--- config.mk ---
export PLATFORM = sky130hd
export DESIGN_NAME = ca_grid_engine
export DESIGN_NICKNAME = d
export VERILOG_FILES = /design/src/rtl/ca_pkg.sv /design/src/rtl/ca_cell_rule.sv /design/src/rtl/ca_grid_engine.sv
export SDC_FILE = /design/constraint.sdc
export NUM_CORES = 1
export LEC_CHECK = 0
export BUFFER_PORTS_ARGS = -buffer_cell sky130_fd_sc_hd__buf_2
export CAP_MARGIN = 0
export CORE_MARGIN = 4
export CORE_UTILIZATION = 55
export CTS_BUF_LIST = sky130_fd_sc_hd__clkbuf_16
export DETAILED_ROUTE_END_ITERATION = 16
export PLACE_DENSITY_LB_ADDON = 0.15
export SLEW_MARGIN = 20
export SYNTH_ARGS = -nofsm -noshare
export SYNTH_HDL_FRONTEND = slang
export SYNTH_SLANG_ARGS = --single-unit
--- constraint.sdc ---
create_clock -name clk -period 10.09 [get_ports clk]
set_input_delay 0.5045 -clock clk [delete_from_list [all_inputs] [get_ports clk]]
set_output_delay 0.5045 -clock clk [all_outputs]
set_load 0.02 [all_outputs]
--- src/rtl/ca_pkg.sv ---
// rtl/ca_pkg.sv - shared types, constants and wrap-index helpers for the CA grid engine
package ca_pkg;

    typedef enum logic [1:0] {
        IDLE,
        SCAN,
        COMMIT,
        DONE
    } state_t;

    localparam int NBR_MAX = 4;
    localparam int NBR_W   = $clog2(NBR_MAX + 1);

    typedef logic [NBR_MAX:0] rule_mask_t;

    // Explicit edge tests instead of modulo so negative indices never arise.
    function automatic int wrap_dec(input int idx, input int size);
        return (idx == 0) ? size - 1 : idx - 1;
    endfunction

    function automatic int wrap_inc(input int idx, input int size);
        return (idx == size - 1) ? 0 : idx + 1;
    endfunction

endpackage

--- src/rtl/ca_cell_rule.sv ---
// rtl/ca_cell_rule.sv - combinational birth/survive rule for one cell
module ca_cell_rule
    import ca_pkg::*;
(
    input  logic             cur,
    input  logic [NBR_W-1:0] n,
    input  logic [NBR_MAX:0] birth_mask,
    input  logic [NBR_MAX:0] survive_mask,
    output logic             next
);

    assign next = cur ? survive_mask[n] : birth_mask[n];

endmodule

--- src/rtl/ca_grid_engine.sv ---
// rtl/ca_grid_engine.sv - ROWS x COLS cellular-automaton engine, one cell per cycle raster scan
module ca_grid_engine
    import ca_pkg::*;
#(
    parameter int ROWS  = 8,
    parameter int COLS  = 8,
    parameter int GEN_W = 16
) (
    input  logic                            clk,
    input  logic                            rst_n,
    input  logic                            load_en,
    input  logic [$clog2(ROWS)-1:0]         load_row,
    input  logic [COLS-1:0]                 load_data,
    input  logic                            start,
    input  logic [GEN_W-1:0]                gen_count,
    input  logic [NBR_MAX:0]                birth_mask,
    input  logic [NBR_MAX:0]                survive_mask,
    input  logic                            wrap,
    input  logic                            in_place,
    input  logic [$clog2(ROWS)-1:0]         rd_row,
    output logic [COLS-1:0]                 rd_data,
    output logic                            busy,
    output logic                            done,
    output logic [GEN_W-1:0]                gens_done,
    output logic [$clog2(ROWS*COLS+1)-1:0]  pop
);

    localparam int RW = $clog2(ROWS);
    localparam int CW = $clog2(COLS);
    localparam int PW = $clog2(ROWS * COLS + 1);

    localparam logic [RW-1:0] ROW_LAST = RW'(ROWS - 1);
    localparam logic [CW-1:0] COL_LAST = CW'(COLS - 1);

    state_t           state;
    logic [COLS-1:0]  grid   [ROWS];
    logic [COLS-1:0]  shadow [ROWS];

    logic [RW-1:0]    row_idx;
    logic [CW-1:0]    col_idx;
    logic [GEN_W-1:0] gen_q;
    rule_mask_t       birth_q;
    rule_mask_t       survive_q;
    logic             wrap_q;
    logic             in_place_q;
    logic [PW-1:0]    acc;

    logic [RW-1:0]    row_n;
    logic [RW-1:0]    row_s;
    logic [CW-1:0]    col_w;
    logic [CW-1:0]    col_e;
    logic             nb_n;
    logic             nb_s;
    logic             nb_w;
    logic             nb_e;
    logic             cur;
    logic             nxt;
    logic [NBR_W-1:0] nbr;

    assign row_n = RW'(wrap_dec(int'(row_idx), ROWS));
    assign row_s = RW'(wrap_inc(int'(row_idx), ROWS));
    assign col_w = CW'(wrap_dec(int'(col_idx), COLS));
    assign col_e = CW'(wrap_inc(int'(col_idx), COLS));

    // With zero boundary, a wrapped index is masked off rather than read.
    assign nb_n = (wrap_q || (row_idx != '0))       && grid[row_n][col_idx];
    assign nb_s = (wrap_q || (row_idx != ROW_LAST)) && grid[row_s][col_idx];
    assign nb_w = (wrap_q || (col_idx != '0))       && grid[row_idx][col_w];
    assign nb_e = (wrap_q || (col_idx != COL_LAST)) && grid[row_idx][col_e];

    assign cur = grid[row_idx][col_idx];
    assign nbr = NBR_W'(nb_n) + NBR_W'(nb_s) + NBR_W'(nb_w) + NBR_W'(nb_e);

    ca_cell_rule u_rule (
        .cur          (cur),
        .n            (nbr),
        .birth_mask   (birth_q),
        .survive_mask (survive_q),
        .next         (nxt)
    );

    assign rd_data = grid[rd_row];

    always_ff @(posedge clk or negedge rst_n) begin
        if (!rst_n) begin
            state      <= IDLE;
            grid       <= '{default: '0};
            shadow     <= '{default: '0};
            row_idx    <= '0;
            col_idx    <= '0;
            gen_q      <= '0;
            birth_q    <= '0;
            survive_q  <= '0;
            wrap_q     <= 1'b0;
            in_place_q <= 1'b0;
            acc        <= '0;
            busy       <= 1'b0;
            done       <= 1'b0;
            gens_done  <= '0;
            pop        <= '0;
        end else begin
            case (state)
                IDLE: begin
                    if (load_en) begin
                        grid[load_row] <= load_data;
                    end
                    if (start) begin
                        if (gen_count == '0) begin
                            state <= DONE;
                            done  <= 1'b1;
                        end else begin
                            gen_q      <= gen_count;
                            birth_q    <= birth_mask;
                            survive_q  <= survive_mask;
                            wrap_q     <= wrap;
                            in_place_q <= in_place;
                            gens_done  <= '0;
                            row_idx    <= '0;
                            col_idx    <= '0;
                            acc        <= '0;
                            busy       <= 1'b1;
                            state      <= SCAN;
                        end
                    end
                end
                SCAN: begin
                    if (in_place_q) begin
                        grid[row_idx][col_idx] <= nxt;
                    end else begin
                        shadow[row_idx][col_idx] <= nxt;
                    end
                    acc <= acc + PW'(nxt);
                    if (col_idx == COL_LAST) begin
                        col_idx <= '0;
                        if (row_idx == ROW_LAST) begin
                            row_idx <= '0;
                            state   <= COMMIT;
                        end else begin
                            row_idx <= row_idx + RW'(1);
                        end
                    end else begin
                        col_idx <= col_idx + CW'(1);
                    end
                end
                COMMIT: begin
                    if (!in_place_q) begin
                        grid <= shadow;
                    end
                    pop       <= acc;
                    acc       <= '0;
                    gens_done <= gens_done + GEN_W'(1);
                    if ((gens_done + GEN_W'(1)) < gen_q) begin
                        state <= SCAN;
                    end else begin
                        state <= DONE;
                        busy  <= 1'b0;
                        done  <= 1'b1;
                    end
                end
                DONE: begin
                    done  <= 1'b0;
                    state <= IDLE;
                end
                default: state <= IDLE;
            endcase
        end
    end

endmodule

# After elaboration in Yosys (flattened, before gate mapping)
# Index checks and enable logic that the tools add are counted.
# word_totals
word_cells	180
output_inout_bits	33
inputBits	46
reg_bits	196
# classes
mux	71
order_cmp	13
n_eq_ne	18
reduce_logical	31
add_sub_neg	11
bitwise_logic	7
# ops
op	n
bitwise mux 64 bit	3
2-to-1 mux 64 bit	3
case mux 64 bit (3 select lines)	1
binary-select mux 8 bit (select 3 bit)	4
2-to-1 mux 8 bit	10
demux 8 bit (select 3 bit)	2
2-to-1 mux 16 bit	2
case mux 16 bit (2 select lines)	1
2-to-1 mux 3 bit	9
binary-select mux 1 bit (select 3 bit)	7
case mux 7 bit (3 select lines)	1
>= comparator 4 bit, second input constant	5
NOT 3 -> 4 bit	5
inequality test 2 bit, second input constant	9
adder 16 x 1 -> 16 bit, second input constant	1
zero test 16 bit	1
less-than comparator 16 bit	1
less-than comparator 3 x 4 -> 1 bit, second input constant	4
AND reduction 4 bit	4
2-to-1 mux 1 bit	15
AND reduction 3 bit	5
2-to-1 mux 7 bit	2
adder 3 x 1 -> 3 bit, second input constant	4
case mux 3 bit (2 select lines)	2
other kinds (25)	50

# Longest topological paths before layout
# logic_depth
ltp_word	18
ltp_mapped	31
mapped_depth_nobuf	25

# Cells and area by module
# Synthesis repeated with hierarchy kept, for this count alone.
# unflattened
cells_unflattened	1494
area_unflattened_um2	13774.5
# by_module_without_submodules
mod	seq_area_each_um2	cells_each	area_each_um2	instances
ca_grid_engine	4904.7	1482	13669.4	1
ca_cell_rule	0.0	12	105.1	1

# Worst setup path after synthesis
# OpenSTA, ideal clock, no wires.
# synth_path
kind	register to register
startpoint	register row_idx[0]
endpoint	register acc[4]
path_stages_with_launch	29
n_path_buf	5
arrival_ns	5.872
required_time_ns	9.969
slack_ns	4.097
period_less_slack_ns	5.993
path_cell_list	dfrtp_1 -> buf_4 -> inv_1 -> clkbuf_1 -> ha_1 -> nor2b_1 -> clkbuf_1 -> mux4_2 -> a22oi_1 -> nand4_1 -> a221o_1 -> fa_1 -> inv_1 -> ha_1 -> ha_1 -> mux2i_1 -> nor2_1 -> a31oi_1 -> o22ai_1 -> mux2i_1 -> buf_6 -> clkbuf_1 -> inv_1 -> ha_1 -> ha_1 -> nand3_1 -> nor3_1 -> a21o_1 -> a22o_1
# synth_via
elab_chain_cells	17
# synth_rtl
item	line	rtl
start: declaration	ca_grid_engine.sv:39	logic [RW-1:0] row_idx;
start signal: assignment	ca_grid_engine.sv:139	row_idx <= row_idx + RW'(1);
subtractor 3 x 1 -> 3 bit, or another cell as far along	ca_pkg.sv:18	return (idx == 0) ? size - 1 : idx - 1;
2-to-1 mux 3 bit, on equally long branches	ca_pkg.sv:18, ca_pkg.sv:22	
NOT 3 -> 4 bit, on equally long branches	ca_grid_engine.sv:66, ca_grid_engine.sv:67	
binary-select mux 8 bit (select 3 bit), on equally long branches	ca_grid_engine.sv:66, ca_grid_engine.sv:67	
2-to-1 mux 8 bit, on equally long branches (2 in series)	ca_grid_engine.sv:66, ca_grid_engine.sv:67	
binary-select mux 1 bit (select 3 bit), on equally long branches	ca_grid_engine.sv:66, ca_grid_engine.sv:67	
2-to-1 mux 1 bit, on equally long branches	ca_grid_engine.sv:66, ca_grid_engine.sv:67	
logical AND 1 bit, on equally long branches	ca_grid_engine.sv:66, ca_grid_engine.sv:67	
adder 1 x 1 -> 2 bit	ca_grid_engine.sv:72	assign nbr = NBR_W'(nb_n) + NBR_W'(nb_s) + NBR_W'(nb_w) + NBR_W'(nb_e);
adder 2 x 1 -> 3 bit	ca_grid_engine.sv:72	
adder 3 x 1 -> 3 bit	ca_grid_engine.sv:72	
binary-select mux 1 bit (select 3 bit)	ca_cell_rule.sv:12	assign next = cur ? survive_mask[n] : birth_mask[n];
2-to-1 mux 1 bit (not written as such)	ca_cell_rule.sv:12	
2-to-1 mux 1 bit (*)	ca_cell_rule.sv:12	
net nxt	ca_grid_engine.sv:57	logic nxt;
adder 7 x 1 -> 7 bit (*)	ca_grid_engine.sv:132	acc <= acc + PW'(nxt);
case mux 7 bit (3 select lines) (*)	ca_grid_engine.sv:102	case (state)
end signal: assignment	ca_grid_engine.sv:132	
end: declaration	ca_grid_engine.sv:46	logic [PW-1:0] acc;
# Mark *: on every way through the listed nets, which the timed path passes. The rest lies on a longest branch. The select of a mux whose other input is x is not followed.
# A chain may end at the register's enable or synchronous reset.

# Worst setup path in the final report
# layout_path
startpoint	register row_idx[1]
endpoint	register grid[26] (netlist name)
# layout_via
elab_chain_cells	18
# layout_rtl
item	line	rtl
subtractor 3 x 1 -> 3 bit, or another cell as far along	ca_pkg.sv:18	
2-to-1 mux 3 bit, on equally long branches	ca_pkg.sv:18, ca_pkg.sv:22	
NOT 3 -> 4 bit, on equally long branches	ca_grid_engine.sv:66, ca_grid_engine.sv:67	
binary-select mux 8 bit (select 3 bit), on equally long branches	ca_grid_engine.sv:66, ca_grid_engine.sv:67	
2-to-1 mux 8 bit, on equally long branches (2 in series)	ca_grid_engine.sv:66, ca_grid_engine.sv:67	
binary-select mux 1 bit (select 3 bit), on equally long branches	ca_grid_engine.sv:66, ca_grid_engine.sv:67	
2-to-1 mux 1 bit, on equally long branches	ca_grid_engine.sv:66, ca_grid_engine.sv:67	
logical AND 1 bit, on equally long branches	ca_grid_engine.sv:66, ca_grid_engine.sv:67	
adder 1 x 1 -> 2 bit	ca_grid_engine.sv:72	
adder 2 x 1 -> 3 bit	ca_grid_engine.sv:72	
adder 3 x 1 -> 3 bit	ca_grid_engine.sv:72	
binary-select mux 1 bit (select 3 bit)	ca_cell_rule.sv:12	
2-to-1 mux 1 bit (not written as such)	ca_cell_rule.sv:12	
2-to-1 mux 1 bit	ca_cell_rule.sv:12	
bitwise mux 64 bit (*)	ca_grid_engine.sv:128	grid[row_idx][col_idx] <= nxt;
2-to-1 mux 64 bit (*)	ca_grid_engine.sv:127	if (in_place_q) begin
case mux 64 bit (3 select lines) (*)	ca_grid_engine.sv:102	
end signal: indexed assignment	ca_grid_engine.sv:105	grid[load_row] <= load_data;
end signal: indexed assignment	ca_grid_engine.sv:128	
end signal: assignment	ca_grid_engine.sv:147	grid <= shadow;
end: declaration	ca_grid_engine.sv:36	logic [COLS-1:0] grid [ROWS];
# Mark *: on every way between the ends. The rest lies on a longest branch, timed or not. The select of a mux whose other input is x is not followed.

==> results.ini <==
[critical_path]
crit_path_start_kind=flop
crit_fanout=82
critPathArrivalTime_ps=7070
endpoint_kind=flop
worstPathRequired_ps=10380
crit_type=flop to flop

[pwr]
power.leakage_uw=0.00600
power.density_mw_per_mm2=348
peakVddDrop_uv=887

[die]
floorplan.initialDensity=0.560
io_pins=79
coreArea_mm2=0.0235
die_h_um=163
die_w_um=163
rows=56
die-area_mm2=0.0264

[sta]
rsz0062_at_grt=no
period_needed_ps=6780
period_share=0.671
slew_violations=0
relSlewSlack=0.220
fin_tns_setup_ps=0
max_freq_mhz=148
finalHoldViolCount=0
clock_skew_ps=19.5
setup_violations=0
worst_slew_pin_slew_ps=1160

[synth]
ys.flop_type=dfrtp_1
synthCells=1531
synth_top_area_frac=0.373
synthArstFlopShare=1.00
synth_top_cell_by_area=dfrtp_1
synth_edf_count=0
synth_area_leaders=dfrtp_1 37%, mux4_2 6.9%, o21ai_0 6.4%
ys_seq_area_frac=0.373
ys_warn_count=0
ys_ff_latch=196
syn_area_mm2=0.0131
synth.distinct_cells=64
avgSynthCellArea_um2=8.59
syn-num-nets=1611

[place]
io_buffers=78
place_inst=1845
gp_congestion=1.00
dp_hpwl_um=30900

[final_layout]
n_antenna_cell=0
layout_commonest_cell=nand2_1
drive_above_1_share=0.152
nNetsFinal=1625
final_cell_mix=200 x nand2_1, 199 x nor2_1, 195 x dfrtp_1
area_growth_pct=8.51
fin_cells=1877
nFillCells=2055

[clocking]
clockBufferDepth=2
cts_resized=0
clk_pin_slew_ps=80
cts_inserted_buffers=17
cts_num_sinks=196
cts_root_buf=clkbuf_16
tritoncts=done
clock_latency_ps=450
ctsHoldBuffers=0
post-cts-setup-buffers=0
htree_num_levels=4

[run]
drv_cap=0

[min_path]
hold_class=input port to async pin

[grt]
grt_pass1_vias=11700
gr-total-overflow=0
grt_pass1_wl_um=67700
antenna_found_initial=0
grt_max_degree=87
grtUsageTotal=0.329

[outcome]
status=completed

[drt]
vias_per_cell=6.61
routed_wirelength_um=43300
drt_pass1_iterations=6
ant_nets=0
vias=12400
drt_first_iter_violations=1906
wl_per_cell_um=23.1
drc_errors=0

final cells by class:
| class | count | area, µm² | area share |
|---|---|---|---|
| well taps | 319 | 399 | 0.0280 |
| inverters | 36 | 135 | 0.00947 |
| repair buffers | 100 | 564 | 0.0396 |
| multi-input cells | 1194 | 7650 | 0.537 |
| clock buffers | 17 | 425 | 0.0298 |
| clock inverters | 15 | 180 | 0.0126 |
| flip-flops and latches | 196 | 4910 | 0.344 |
flip-flops by register name (all words and copies together) (netlist names), 2 cells and up:
register	cells
birth_q	5
row_idx	3
acc	7
col_idx	3
survive_q	5
grid	64
shadow	64
state	2
pop	7
gen_q	16
gens_done	16
through the flow:
step | cell area, µm² | utilization | hold slack [ps] | total power [µW] | setup slack, ps
after global routing | 14300 | 0.608 | 144 | 5260 | 3010
after global placement | 13700 | 0.582 | 461 | 4100 | 3660
after CTS | 14300 | 0.608 | 151 | 4860 | 3430
after detailed placement | 13700 | 0.582 | 470 | 4160 | 3450
final | 14300 | 0.608 | 80.3 | 4970 | 3310
after floorplan | 13100 | - | 209 | 3330 | 4100
Yosys cell counts, types with 9 or more instances:
cell and count:
nor2_1 199, buf_1 21, nand3_1 23, ha_1 33, nand2_1 200, buf_2 12
dfrtp_1 196, nor3_1 10, or3_1 10, a22o_1 13, nor2b_1 12, o21ai_1 11
clkbuf_1 63, o21ai_0 168, a21o_1 14, mux4_2 40, mux2_2 46, inv_1 32
and3_1 9, a21oi_1 155, mux2i_1 54, a31oi_1 9, or2_2 10, o31ai_1 70
logic make-up after synthesis:
group,share of synthesized area
compound gates,0.223
mux,0.149
simple gates,0.167
flops,0.373
fa+ha+maj,0.0329
xor+xnor,0.00933
buf+inv,0.0457
report_power, final:
part / internal [µW] / leakage [µW] / switching (µW) / total [µW]
clock: 338 / 0.000294 / 364 / 701
sequential: 988 / 0.00258 / 310 / 1300
combinational: 869 / 0.00313 / 2100 / 2970
routing by layer:
layer	GRT usage	part of all wire	wire length (µm)
met4	0.108	0.034	1460
met5	0	0	0
met3	0.0800	0.13	5440
met2	0.458	0.42	18000
met1	0.505	0.42	18400
final timing paths:
kind	slack, ps	from	to	depth (start not counted)
setup / recovery	3310	row_idx[1]	grid[26]	21
hold / removal	80	rst_n	grid[44]	1
setup reg to reg	3310	row_idx[1]	grid[26]	21
hold reg to reg	490	shadow[3]	shadow[3]	2
max in group asynchronous	8750	rst_n	shadow[35]	2
min in group clk	290	birth_mask[3]	birth_q[3]	2
worst max-delay path, stage by stage, from the launching register on:
cell and delay (ps):
dfrtp_1 330, buf_4 310, clkinv_1 380, ha_1 740, nor2b_1 190, buf_4 220
mux4_2 520, a22oi_1 260, nand4_1 150, a221o_1 320, fa_1 540, inv_1 50
ha_1 200, ha_1 230, mux2i_1 170, nor2_1 50, a31oi_1 160, o22ai_1 140
mux2i_4 180, buf_4 660, buf_4 560, o31ai_1 190
Power figures use the tool's default switching activity.
